File: src/rtl/spi_pkg.sv
// Shared SPI definitions: controller FSM states, frame geometry and the
// register map decoded by spi_peripheral.
package spi_pkg;

    localparam int SPI_FRAME_W = 16;
    localparam int SPI_ADDR_W  = 7;
    localparam int SPI_DATA_W  = 8;

    localparam logic [SPI_ADDR_W-1:0] REG_EN_OUT_7_0   = 7'h00;
    localparam logic [SPI_ADDR_W-1:0] REG_EN_OUT_15_8  = 7'h01;
    localparam logic [SPI_ADDR_W-1:0] REG_EN_PWM_7_0   = 7'h02;
    localparam logic [SPI_ADDR_W-1:0] REG_EN_PWM_15_8  = 7'h03;
    localparam logic [SPI_ADDR_W-1:0] REG_PWM_DUTY     = 7'h04;

    typedef enum logic [2:0] {
        IDLE,
        SETUP,
        HIGH,
        LOW,
        HOLD,
        GAP
    } spi_state_e;

endpackage

File: src/rtl/spi_half_period_timer.sv
// Load/count-down interval timer; tc_o is high while the count is zero,
// so loading N-1 yields an N-cycle interval.
module spi_half_period_timer #(
    parameter int W = 2
) (
    input  logic         clk,
    input  logic         rst_n,
    input  logic         load_i,
    input  logic [W-1:0] load_val_i,
    output logic         tc_o
);

    logic [W-1:0] cnt_q;
    logic [W-1:0] cnt_d;

    always_comb begin
        cnt_d = cnt_q;
        if (load_i) begin
            cnt_d = load_val_i;
        end else if (cnt_q != '0) begin
            cnt_d = cnt_q - W'(1);
        end
    end

    always_ff @(posedge clk) begin
        if (!rst_n) begin
            cnt_q <= '0;
        end else begin
            cnt_q <= cnt_d;
        end
    end

    assign tc_o = (cnt_q == '0);

endmodule

File: src/rtl/spi_controller.sv
// SPI mode-0 controller issuing 16-bit {rw, addr, data} frames MSB first,
// with CIPO captured on the data phase into rx_data.
module spi_controller
    import spi_pkg::*;
#(
    parameter int HALF_PERIOD = 4,
    parameter int GAP_CYCLES  = 4
) (
    input  logic                  clk,
    input  logic                  rst_n,
    input  logic                  req_valid,
    output logic                  req_ready,
    input  logic                  req_write,
    input  logic [SPI_ADDR_W-1:0] req_addr,
    input  logic [SPI_DATA_W-1:0] req_wdata,
    output logic                  done,
    output logic [SPI_DATA_W-1:0] rx_data,
    output logic                  busy,
    output logic                  sclk,
    output logic                  ncs,
    output logic                  copi,
    input  logic                  cipo
);

    localparam int HP_W  = $clog2(HALF_PERIOD);
    localparam int GAP_W = (GAP_CYCLES > 1) ? $clog2(GAP_CYCLES) : 1;
    localparam logic [HP_W-1:0]  HP_LOAD  = HP_W'(HALF_PERIOD - 1);
    localparam logic [GAP_W-1:0] GAP_LOAD = GAP_W'(GAP_CYCLES - 1);

    spi_state_e state_q;

    logic                  ncs_q;
    logic                  sclk_q;
    logic                  copi_q;
    logic                  done_q;
    logic                  busy_q;
    logic                  ready_q;
    logic [SPI_DATA_W-1:0] rx_data_q;
    logic [SPI_DATA_W-1:0] rx_sh_q;
    logic [SPI_FRAME_W-2:0] tx_q;
    logic [3:0]            bit_cnt_q;

    logic accept;
    logic hp_load;
    logic hp_tc;
    logic gap_load;
    logic gap_tc;

    assign accept = req_valid && ready_q && (state_q == IDLE);

    always_comb begin
        hp_load  = accept;
        gap_load = 1'b0;
        unique case (state_q)
            SETUP, HIGH, LOW: hp_load  = hp_tc;
            HOLD:             gap_load = hp_tc;
            default: ;
        endcase
    end

    spi_half_period_timer #(.W(HP_W)) u_hp_timer (
        .clk        (clk),
        .rst_n      (rst_n),
        .load_i     (hp_load),
        .load_val_i (HP_LOAD),
        .tc_o       (hp_tc)
    );

    spi_half_period_timer #(.W(GAP_W)) u_gap_timer (
        .clk        (clk),
        .rst_n      (rst_n),
        .load_i     (gap_load),
        .load_val_i (GAP_LOAD),
        .tc_o       (gap_tc)
    );

    always_ff @(posedge clk) begin
        if (!rst_n) begin
            state_q   <= IDLE;
            ncs_q     <= 1'b1;
            sclk_q    <= 1'b0;
            copi_q    <= 1'b0;
            done_q    <= 1'b0;
            busy_q    <= 1'b0;
            ready_q   <= 1'b1;
            rx_data_q <= '0;
            rx_sh_q   <= '0;
            tx_q      <= '0;
            bit_cnt_q <= '0;
        end else begin
            done_q <= 1'b0;
            unique case (state_q)
                IDLE: begin
                    if (accept) begin
                        tx_q    <= {req_addr, req_wdata};
                        copi_q  <= req_write;
                        ncs_q   <= 1'b0;
                        busy_q  <= 1'b1;
                        ready_q <= 1'b0;
                        state_q <= SETUP;
                    end
                end
                SETUP, LOW: begin
                    if (hp_tc) begin
                        sclk_q  <= 1'b1;
                        state_q <= HIGH;
                    end
                end
                HIGH: begin
                    // Sample just before the falling edge, mid-bit for the peer.
                    if (hp_tc) begin
                        sclk_q    <= 1'b0;
                        rx_sh_q   <= {rx_sh_q[SPI_DATA_W-2:0], cipo};
                        bit_cnt_q <= bit_cnt_q + 4'd1;
                        if (bit_cnt_q == 4'd15) begin
                            state_q <= HOLD;
                        end else begin
                            copi_q  <= tx_q[SPI_FRAME_W-2];
                            tx_q    <= {tx_q[SPI_FRAME_W-3:0], 1'b0};
                            state_q <= LOW;
                        end
                    end
                end
                HOLD: begin
                    if (hp_tc) begin
                        ncs_q     <= 1'b1;
                        copi_q    <= 1'b0;
                        done_q    <= 1'b1;
                        rx_data_q <= rx_sh_q;
                        state_q   <= GAP;
                    end
                end
                GAP: begin
                    if (gap_tc) begin
                        busy_q  <= 1'b0;
                        ready_q <= 1'b1;
                        state_q <= IDLE;
                    end
                end
                default: state_q <= IDLE;
            endcase
        end
    end

    assign req_ready = ready_q;
    assign done      = done_q;
    assign rx_data   = rx_data_q;
    assign busy      = busy_q;
    assign sclk      = sclk_q;
    assign ncs       = ncs_q;
    assign copi      = copi_q;

endmodule

File: config.mk
export PLATFORM = sky130hd
export DESIGN_NAME = spi_controller
export DESIGN_NICKNAME = d
export VERILOG_FILES = /design/src/rtl/spi_pkg.sv /design/src/rtl/spi_half_period_timer.sv /design/src/rtl/spi_controller.sv
export SDC_FILE = /design/constraint.sdc
export NUM_CORES = 1
export LEC_CHECK = 0
export CAP_MARGIN = 5
export CORE_MARGIN = 2
export CORE_UTILIZATION = 30
export DETAILED_ROUTE_END_ITERATION = 6
export GPL_ROUTABILITY_DRIVEN = 0
export SLEW_MARGIN = 40
export SYNTH_ARGS = -nofsm -noshare
export SYNTH_HDL_FRONTEND = slang
export SYNTH_SLANG_ARGS = --single-unit
File: constraint.sdc
create_clock -name clk -period 2.2 [get_ports clk]
set_input_delay 0.44 -clock clk [delete_from_list [all_inputs] [get_ports clk]]
set_output_delay 0.44 -clock clk [all_outputs]
set_load 0.01 [all_outputs]
Word level (Yosys, flattened, before mapping)
Index checks and enable logic that the tools add are counted.

Bits of input ports: 20. Word-level logic and storage cells: 85. Output and inout bits: 14. Register bits: 48.

$add $sub $neg: 3. Equality and inequality tests: 12. Reductions and logical operators: 25. Mux-type cells: 32.

Operators with widths (count): $mux W15 (3); $pmux W15 S2 (1); $mux W3 (6); $reduce_bool A2 Y1 (8); $pmux W3 S5 (1); $mux W1 (12); $ne A2 B2 Y1 const B (6); $reduce_and A5 Y1 (2); $reduce_and A3 Y1 (3); $mux W2 (4); $pmux W1 S2 (4); $eq A3 B2 Y1 const B (2); $eq A3 B3 Y1 const B (2); $reduce_and A2 Y1 (3); $add A4 B1 Y4 const B (1); $eq A4 B4 Y1 const B (1); $logic_not A2 Y1 (2); $reduce_and A4 Y1 (1); $sub A2 B1 Y2 const B (2); $eq A3 B1 Y1 const B (1); $logic_not A3 Y1 (1); $pmux W1 S3 (1); $reduce_bool A3 Y1 (1); $reduce_or A3 Y1 (1); other kinds (2) (3).

Logic depth before layout (Yosys ltp)
Gate-level depths: netlist of the first run.

Word-level depth: 4. Mapped depth: 8. Gate-level depth less buffers: 6.

By module
Synthesis of the first run repeated with hierarchy kept, for this count alone.

Cell total of the unflattened synthesis: 238. Area total of the unflattened synthesis: 2213.4 um2.

By module, submodules not included: spi_controller (times used 1, area an instance 1965.6 um2, cells an instance 212, seq. area each 880.8 um2); spi_half_period_timer (times used 2, area an instance 123.9 um2, cells an instance 13, seq. area each 40.0 um2).

Worst setup path after synthesis of the first run
No wires, ideal clock.

Path kind: register to register. Start point: register bit_cnt_q[0]. End point: register tx_q[10]. Cell stages (with the launch flop): 8. Path buffers: 2. Setup time: 0.116 ns. Arrival time: 1.363 ns. Required time: 2.084 ns. Period minus slack after synthesis: 1.479 ns. Setup slack: 0.721 ns. Path through: dfxtp_1 -> ha_1 -> and3_1 -> o22ai_2 -> buf_2 -> buf_4 -> nand2_1 -> o211a_1.

Cells in the longest elaborated chain, start to end: 3.

Ends and longest elaborated chain: start, declared (RTL line spi_controller.sv:41) `logic [3:0] bit_cnt_q;`; start signal, assigned (RTL line spi_controller.sv:114) `bit_cnt_q <= bit_cnt_q + 4'd1;`; $eq A4 B4 Y1 (RTL line spi_controller.sv:115) `if (bit_cnt_q == 4'd15) begin`; $ne A2 B2 Y1 (no line); $reduce_and A4 Y1 (no line); end signal, assigned (RTL line spi_controller.sv:95) `tx_q <= {req_addr, req_wdata};`; end signal, assigned (RTL line spi_controller.sv:119) `tx_q <= {tx_q[SPI_FRAME_W-3:0], 1'b0};`; end, declared (RTL line spi_controller.sv:40) `logic [SPI_FRAME_W-2:0] tx_q;`.

Every way passes these cells. A chain may end at the register's enable or synchronous reset.

Final worst setup path of the first run
Start point: register u_hp_timer.cnt_q[0]. End point: register tx_q[0].

Cells in the longest elaborated chain, start to end: 3.

Ends and longest elaborated chain: start, declared (RTL line spi_half_period_timer.sv:13) `logic [W-1:0] cnt_q;`; start signal, assigned (RTL line spi_half_period_timer.sv:29) `cnt_q <= cnt_d;`; $logic_not A2 Y1 (RTL line spi_half_period_timer.sv:33) `assign tc_o = (cnt_q == '0);`; net hp_tc (RTL line spi_controller.sv:45) `logic hp_tc;`; $ne A2 B2 Y1 (no line); $reduce_and A4 Y1 (no line).

The timed path passes the listed nets, and every way through them passes these cells.

==> results.toml, run 1 <==
[logic_synthesis]
ys_seq_elements = 48
synth-edff-count = 0
yosysTopAreaCell = "dfxtp_1"
ys_warn_count = 0
netlist_area_um2 = 2170
synthTopCellsByArea = "dfxtp_1 44%, nand2_1 9.5%, mux2i_1 7.4%"
synthArstFlopShare_pct = 0
syn_area_per_cell_um2 = 9.29
synth_flop_cell = "dfxtp_1"
synth_cell_types = 41
synth_top_area_share_pct = 44.2
synth_nets = 257
synth_seq_area_share_pct = 44.2
netlist_instances = 234

[worst_hold_path]
min_from = "rx_data[2]"
whs_path_depth = 2
holdCritPathClass = "register to register"

[global_routing]
grt_overflow_total = 0
grt_use_met3_pct = 2.77
met2_usage_pct = 18.0
grt.busiest_layer = "met2"
grt_start_max_net_pins = 49
grt_pass1_wl_mm = 6.94
grt_use_total_pct = 11.0
met1_usage_pct = 14.0
grt_pass1_vias = 1556
grt_antenna_before_repair = 0

[critical_path]
crit_chain = "inv_1 > ha_1 > nand4bb_1 > o22ai_2 > buf_12 > mux2i_1 > nor2b_1"
cp_top_family = "adder cells"
cp.required_ns = 2.40
cp-end-kind = "register"
r2r-start = "u_hp_timer.cnt_q[0]"
startpoint = "u_hp_timer.cnt_q[0]"
cp_max_fo = 29
cp-start-kind = "register"
critPathArrivalTime_ns = 1.97
cpMaxStageDelayCell = "ha_1"
path_buf_inv = 2
reg2reg_depth = 7
crit_cells = 7
path_class = "register to register"
max_stage_delay_ns = 0.39

[sta]
hold_viol_final = 0
setup_viol = 0
slew_headroom_pct = 63.6
maxSlewViolCount = 0
tightest_slew_ns = 0.546
fin_worst_skew_ns = 0.00769
fmaxAchievable_mhz = 563
final.period_utilization_pct = 80.8
fin_crit_ns = 1.78
fin_setup_tns_ns = 0
grt_setup_unrepaired = "no"
layout_setup_ws_ns = 0.423

[cells_and_area]
fin_cells = 366
fillers = 751
multiInputGateArea_um2 = 1120
drive_above_1_share_pct = 7.87
final_cell_area_um2 = 2760
antennaDiodeCount = 0
finalNetCount = 289
seqCellArea_um2 = 961
areaGrowthSynthToFinish_pct = 26.9

[cts]
cts_tree = "yes"
htree_levels = 2
hold_buffers = 0
clkTransAtPathRegs_ns = 0.10
clk_path_buf_depth = 2
clk_latency_ns = 0.30
postCtsSetupRepairBufs = 0
cts_resized = 0
cts_buffers = 5
clkSinkCount = 48
cts_root_buf = "clkbuf_8"

[floorplan]
die_x_um = 89.1
ios = 34
core_um2 = 7140
die_area_um2 = 7940
die_y_um = 89.1
rows = 31
initial_core_util_pct = 30.5

[drt]
ant_nets = 0
wirelength_mm = 4.07
drt-vias-per-instance = 4.64
wl_per_cell_um = 11.1
vias = 1700
drtPass1Iterations = 6
drcViolationCount = 0
drt_iter0_markers = 74

[placement]
numPortBuffers = 33
hpwl_mm = 2.76
post_dp_cell_area_um2 = 2620
placed_cells = 358
dp_slack_ns = 0.247

[power_and_ir_drop]
peakVddDrop_uv = 319
pwr_density_cell_nw_per_um2 = 968
cellLeakagePower_uw = 0.00110

[run_status]
status = "finished, final reports clean"

[job]
drv_cap = 0
layout by cell type, fill, tap and decap left out, drive strengths merged, types with 2 or more instances in the layout:
master,count
o21a,4
o211ai,2
clkdlybuf4s50,33
xnor2,4
a21oi,4
mux2i,16
o211a,14
inv,5
nor3b,2
nand3,3
nor2,7
dfxtp,48
o21ai,6
clkbuf,5
nand2,55
a22oi,2
nand3b,2
nor2b,4
a21boi,19
buf,8
and2,4
ha,3
bufinv,2
nand4bb,2
nor3,2
per-stage QoR:
step	total power, uW	util (%)	hold slack [ns]
detailed placement	1930	36.7	0.444
CTS	2700	38.6	0.459
floorplan	1710	-	0.431
finish	2670	38.6	0.454
global route	2840	38.6	0.475
global placement	1900	36.7	0.440
cells by family (layout without fill, tap and decap cells):
logic type	after synthesis	after routing	synth area share, %
AOI/OAI and AO/OA	56	56	20.3
muxes	16	16	7.37
adders and majority gates	3	3	1.73
buffers and inverters	20	53	4.38
DFF	48	48	44.2
and+or+nand+nor	86	86	20.0
xor gates and xnor gates	5	5	2.01
metal layers:
layer	share of wire (%)	up-vias
met2	46	44
met5	0	-
met1	48	776
met3	4.6	8
li1	-	872
met4	1.6	0
final cells by class:
class | count | share of cell area (%)
Clock buffer | 5 | 2.50
Clock inverter | 3 | 2.50
Inverter | 4 | 0.544
Multi-Input combinational cell | 166 | 40.5
Sequential cell | 48 | 34.8
Tap cell | 99 | 4.49
Timing Repair Buffer | 41 | 14.6
cells in the mapped netlist (all sizes together) (2+ instances only):
cell type and count:
nor3b 2, nand4bb 2, o211ai 2, nand2 55, dfxtp 48, mux2i 16, xnor2 4, nand3 3
nor3 2, nor2b 4, a22oi 2, inv 4, o211a 14, nand3b 2, a21boi 19, a21oi 4
and2 4, ha 3, buf 9, clkbuf 7, o21a 4, o21ai 6, nor2 7
worst reg2reg max path: stages (launching register included):
cell and delay, ns:
dfxtp_1 0.33, inv_1 0.07, ha_1 0.39, nand4bb_1 0.19
o22ai_2 0.21, buf_12 0.20, mux2i_1 0.21, nor2b_1 0.06
path summary, 6_finish.rpt:
kind	endpoint	slack [ns]
setup / recovery	tx_q[0]	0.42
hold / removal	rx_data[2]	0.45
setup reg to reg	tx_q[0]	0.42
hold reg to reg	rx_data[2]	0.45
state kept, by name, summed over array words and instances (netlist names), 2 cells and up:
signal and flops:
rx_sh_q 8, u_hp_timer.cnt_q 2, bit_cnt_q 4, u_gap_timer.cnt_q 2, state_q 3, rx_data 8
tx_q 15
report_power, final:
group | switching, uW | internal (uW)
Clock | 313 | 458
Combinational | 371 | 406
Sequential | 107 | 1010
Total | 792 | 1880
Note: power is estimated with default switching activity, not from simulation.
==> inputs of run 2 (changes only) <==
clock period = 1.6 ns   (was 2.2 ns; I/O delays follow)
==> run 2 against run 1 <==
Against the previous run: clock skew about the same; critical path depth down 6; core utilization increased by 1.4 points; final area is 3.7% higher; sequential cell count did not move.
==> results.toml, run 2 (synthesis results as in run 1) <==
[drt]
routed.top_layer = "met4"
wl_per_cell_um = 11.0
wl_met2_mm = 1.79
drt-vias-per-instance = 4.50
drtPass1Iterations = 4
met3_length_um = 213
wirelength_mm = 4.14
vias = 1688
ant_nets = 0
drt_iter0_markers = 98
drcViolationCount = 0
drt-met1-wl_mm = 2.09

[critical_path]
crit_cells = 1
max_stage_delay_ns = 0.55
r2r-start = "bit_cnt_q[0]"
cp_top_family = "buffers and inverters"
critPathArrivalTime_ns = 1.23
path_buf_inv = 1
worstSetupEndpoint = "req_ready"
cp_max_fo = 4
path_class = "register to output port"
cp.required_ns = 1.28
cp-start-kind = "register"
crit_chain = "clkdlybuf4s50_1"
cp-end-kind = "output port"
startpoint = "req_ready"
cpMaxStageDelayCell = "clkdlybuf4s50_1"
reg2reg_depth = 6
regToRegEndpoint = "tx_q[0]"
rrSetupSlack_ns = 0.07

[sta]
slew_headroom_pct = 70.9
layout_setup_ws_ns = 0.0509
grt_setup_unrepaired = "yes"
fin_crit_ns = 1.55
final.period_utilization_pct = 96.8
setup_viol = 0
fin_worst_skew_ns = 0.00786
hold_viol_final = 0
tightest_slew_ns = 0.436
maxSlewViolCount = 0
fmaxAchievable_mhz = 646

[cells_and_area]
final_common_cell = "nand2_1"
areaGrowthSynthToFinish_pct = 31.5
finalNetCount = 298
fillers = 750
final_util_pct = 40.1
drive_above_1_share_pct = 13.0
largest_register_ffs = 15
antennaDiodeCount = 0
layout_common_cells = "55 x nand2_1, 45 x dfxtp_1, 33 x clkdlybuf4s50_1, 18 x a21boi_1, 16 x mux2i_1"
largest-register = "tx_q"
fin_cells = 375

[power_and_ir_drop]
p_clk_share_pct = 21.6
pwr_density_cell_nw_per_um2 = 1240
peakVddDrop_uv = 481
p_int_uw = 2440
cellLeakagePower_uw = 0.00114
p_sw_share_pct = 31.4
power_frac_comb_pct = 35.2
p_sw_uw = 1110
sequentialPowerShare_pct = 43.2

[floorplan]
die_area_um2 = 7940
ios = 34
rows = 31
core_um2 = 7140
initial_core_util_pct = 30.5
die_y_um = 89.1
die_x_um = 89.1

[run_status]
status = "finished, final reports clean"

[cts]
cts_buffers = 5
htree_levels = 2
clkSinkCount = 48
clkTransAtPathRegs_ns = 0.09
cts_root_buf = "clkbuf_8"
cts_tree = "yes"
clk_path_buf_depth = 2
hold_buffers = 0
clk_latency_ns = 0.30
postCtsSetupRepairBufs = 0

[placement]
numPortBuffers = 33
hpwl_mm = 2.74
dp_slack_ns = -0.160
placed_cells = 367

[global_routing]
grt_use_total_pct = 11.2
grt_pass1_wl_mm = 6.96
grt_pass1_vias = 1482
grt_start_max_net_pins = 49
grt_antenna_before_repair = 0
grt_overflow_total = 0

[worst_hold_path]
holdCritPathClass = "register to register"

[job]
drv_cap = 0
[run 2: cell types whose count changed in the layout (fill, tap and decap cells not counted), moves of 2 or more]
| cell | change |
|---|---|
| buf_12 | +3 |
| buf_4 | +6 |
| bufinv_16 | -2 |
| dfxtp_1 | -3 |
| dfxtp_2 | +3 |
[run 2: routing by layer]
layer	vias to the layer above	global-route usage, %
met3	6	3.97
met2	39	16.6
met1	751	15.2
met4	0	3.26
li1	892	-
met5	-	0
[run 2: worst min path at each step]
stage,from,end,slack [ns],cells after the start
6_report,rx_data[5],rx_data[5],0.45,2
5_1_grt,rx_data[5],rx_data[5],0.48,2
4_1_cts,rx_data[5],rx_data[5],0.46,2
3_5_place_dp,rx_data[5],rx_data[5],0.44,2
3_3_place_gp,rx_data[4],rx_data[4],0.44,2
2_1_floorplan,rx_sh_q[7],rx_data[7],0.43,2
[run 2: layout make-up]
type / count / area (um2) / share of cell area [%]
clock buffer: 6 / 82.6 / 2.89
clock inverter: 2 / 13.8 / 0.481
inverter: 4 / 15.0 / 0.525
multi-input combinational: 166 / 1150 / 40.3
sequential: 48 / 965 / 33.7
tap: 99 / 124 / 4.33
timing repair buffer: 50 / 508 / 17.8
[run 2: worst reg2reg max path, stage by stage, from the launching register on]
cell and delay [ns]:
dfxtp_1 0.34, ha_1 0.21, and3_1 0.22, o22ai_2 0.19
buf_12 0.20, mux2i_1 0.20, nor2b_1 0.06
[run 2: per-stage QoR]
stage | power, uW | hold slack, ns | cell area [um2] | TNS (ns)
global placement | 2720 | 0.442 | 2730 | -1.47
CTS | 3550 | 0.458 | 2840 | 0
finish | 3550 | 0.454 | 2860 | 0
global route | 3800 | 0.480 | 2860 | -0.0407
floorplan | 2360 | 0.431 | 2170 | 0
detailed placement | 2740 | 0.445 | 2730 | -1.43
[run 2: power groups by stage]
stage / Clock [uW] / Sequential, uW / Combinational [uW]
after floorplan: 0 / 1530 / 823
after global placement: 0 / 1550 / 1170
after detailed placement: 0 / 1550 / 1190
after CTS: 796 / 1530 / 1220
after global routing: 841 / 1570 / 1400
final: 767 / 1530 / 1250
[run 2: timing repair]
action | in CTS | in global routing
pin swaps | 1 | 0
setup endpoints to repair | 16 | 22
gates resized for setup | 3 | 4
==> inputs of run 3 (changes only) <==
CORE_MARGIN = 5   (was 2)
CORE_UTILIZATION = 35   (was 30)
clock period = 1.8 ns   (was 1.6 ns; I/O delays follow)
==> run 3 against run 2 <==
Against the previous run: cell count fell by 6.9%; die area fell by 0.71%; clock skew rose by 0.0022 ns; clock-buffer cell count did not move; final area fell by 3.4%; first-iteration DRC count fell by 46%; combinational power fell by 16%; routed wire length fell by 0.75%.
==> results.toml, run 3 (synthesis results as in run 1) <==
[run_status]
status = "finished, final reports clean"

[power_and_ir_drop]
peakVddDrop_uv = 515
pwr_density_cell_nw_per_um2 = 1110
cellLeakagePower_uw = 0.00113

[drt]
drtPass1Iterations = 3
drcViolationCount = 0
drt_iter0_markers = 53
wirelength_mm = 4.11
drt-vias-per-instance = 4.92
ant_nets = 0
vias = 1717
wl_per_cell_um = 11.8

[critical_path]
path_buf_inv = 1
startpoint = "req_ready"
path_class = "register to output port"
max_stage_delay_ns = 0.57
cp.required_ns = 1.44
cp-start-kind = "register"
cp-end-kind = "output port"
r2r-start = "u_hp_timer.cnt_q[0]"
crit_chain = "clkdlybuf4s50_1"
cp_top_family = "buffers and inverters"
cp_max_fo = 4
cpMaxStageDelayCell = "clkdlybuf4s50_1"
critPathArrivalTime_ns = 1.29

[cells_and_area]
largest-register = "tx_q"
drive_above_1_share_pct = 10.6
fin_cells = 349
final_common_cell = "nand2_1"
layout_common_cells = "55 x nand2_1, 48 x dfxtp_1, 33 x clkdlybuf4s50_1, 18 x a21boi_1, 16 x mux2i_1"
largest_register_ffs = 15
antennaDiodeCount = 0
areaGrowthSynthToFinish_pct = 27.1
finalNetCount = 296
final_util_pct = 46.1

[worst_hold_path]
min_from = "rx_sh_q[7]"
holdCritPathClass = "register to register"

[cts]
cts_tree = "yes"
clkSinkCount = 48
htree_levels = 2
postCtsSetupRepairBufs = 0
clk_latency_ns = 0.30
hold_buffers = 0
clk_path_buf_depth = 2
cts_root_buf = "clkbuf_8"
clkTransAtPathRegs_ns = 0.09
cts_buffers = 5

[floorplan]
die_x_um = 88.8
die_y_um = 88.8
initial_core_util_pct = 36.3
die_area_um2 = 7890
ios = 34
rows = 28
core_um2 = 5990

[sta]
hold_viol_final = 0
maxSlewViolCount = 0
tightest_slew_ns = 0.426
setup_viol = 0
fin_crit_ns = 1.65
fin_worst_skew_ns = 0.0101
final.period_utilization_pct = 91.4
grt_setup_unrepaired = "no"
fmaxAchievable_mhz = 608
slew_headroom_pct = 71.6

[global_routing]
grt_use_total_pct = 11.2
grt_start_max_net_pins = 49
grt_antenna_before_repair = 0
grt_pass1_vias = 1532
grt_overflow_total = 0
grt_pass1_wl_mm = 6.96

[placement]
hpwl_mm = 2.78
numPortBuffers = 33
placed_cells = 341

[job]
drv_cap = 0
==> run 3: tightest hold or removal path, delay by kind of cell (launching register included) <==
kind | cells | cell delay, ns
flip-flops | 1 | 0.32
AND/OR/NAND/NOR | 1 | 0.05
AO/OA/AOI/OAI | 1 | 0.05
==> run 3: worst paths after layout <==
path | to | slack [ns] | depth (start not counted)
worst max-delay path | req_ready | 0.15 | 1
worst min-delay path | rx_data[7] | 0.45 | 2
worst max register to register | tx_q[0] | 0.20 | 7
worst min register to register | rx_data[7] | 0.45 | 2
==> run 3: layout make-up <==
cell class / instances / area (um2)
well taps: 75 / 93.8
flip-flops and latches: 48 / 961
clock inverters: 2 / 10.0
clock buffers: 6 / 82.6
repair buffers: 48 / 480
inverters: 4 / 15.0
fillers: 593 / 3230
multi-input cells: 166 / 1120
==> run 3: per-layer routing <==
metal,part of all wire [%],up-vias,GRT usage (%)
met4,1.5,0,4.95
met2,44,30,18.0
met1,48,791,13.9
li1,-,890,-
met5,0,-,0
met3,6.3,6,3.45
==> run 3: per-stage QoR <==
stage	hold WS [ns]	TNS [ns]	instance area [um2]	setup slack (ns)	power, uW
after floorplan	0.431	0	2170	0.321	2090
after global placement	0.439	0	2670	0.00497	2420
after detailed placement	0.444	-0.00915	2670	-0.00915	2440
after CTS	0.457	0	2760	0.135	3120
after global routing	0.471	0	2760	0.0294	3320
final	0.455	0	2760	0.154	3080
==> run 3: what timing repair did <==
| item | CTS | global route |
|---|---|---|
| hold endpoints to repair | 0 | 0 |
| setup endpoints to repair | 0 | 1 |
| gates resized for setup | 0 | 1 |
==> run 3: where the power goes <==
| part | leakage, uW | switching, uW | internal, uW |
|---|---|---|---|
| logic | 0.000683 | 473 | 576 |
| clock network | 0.0000510 | 355 | 307 |
| registers | 0.000392 | 124 | 1240 |
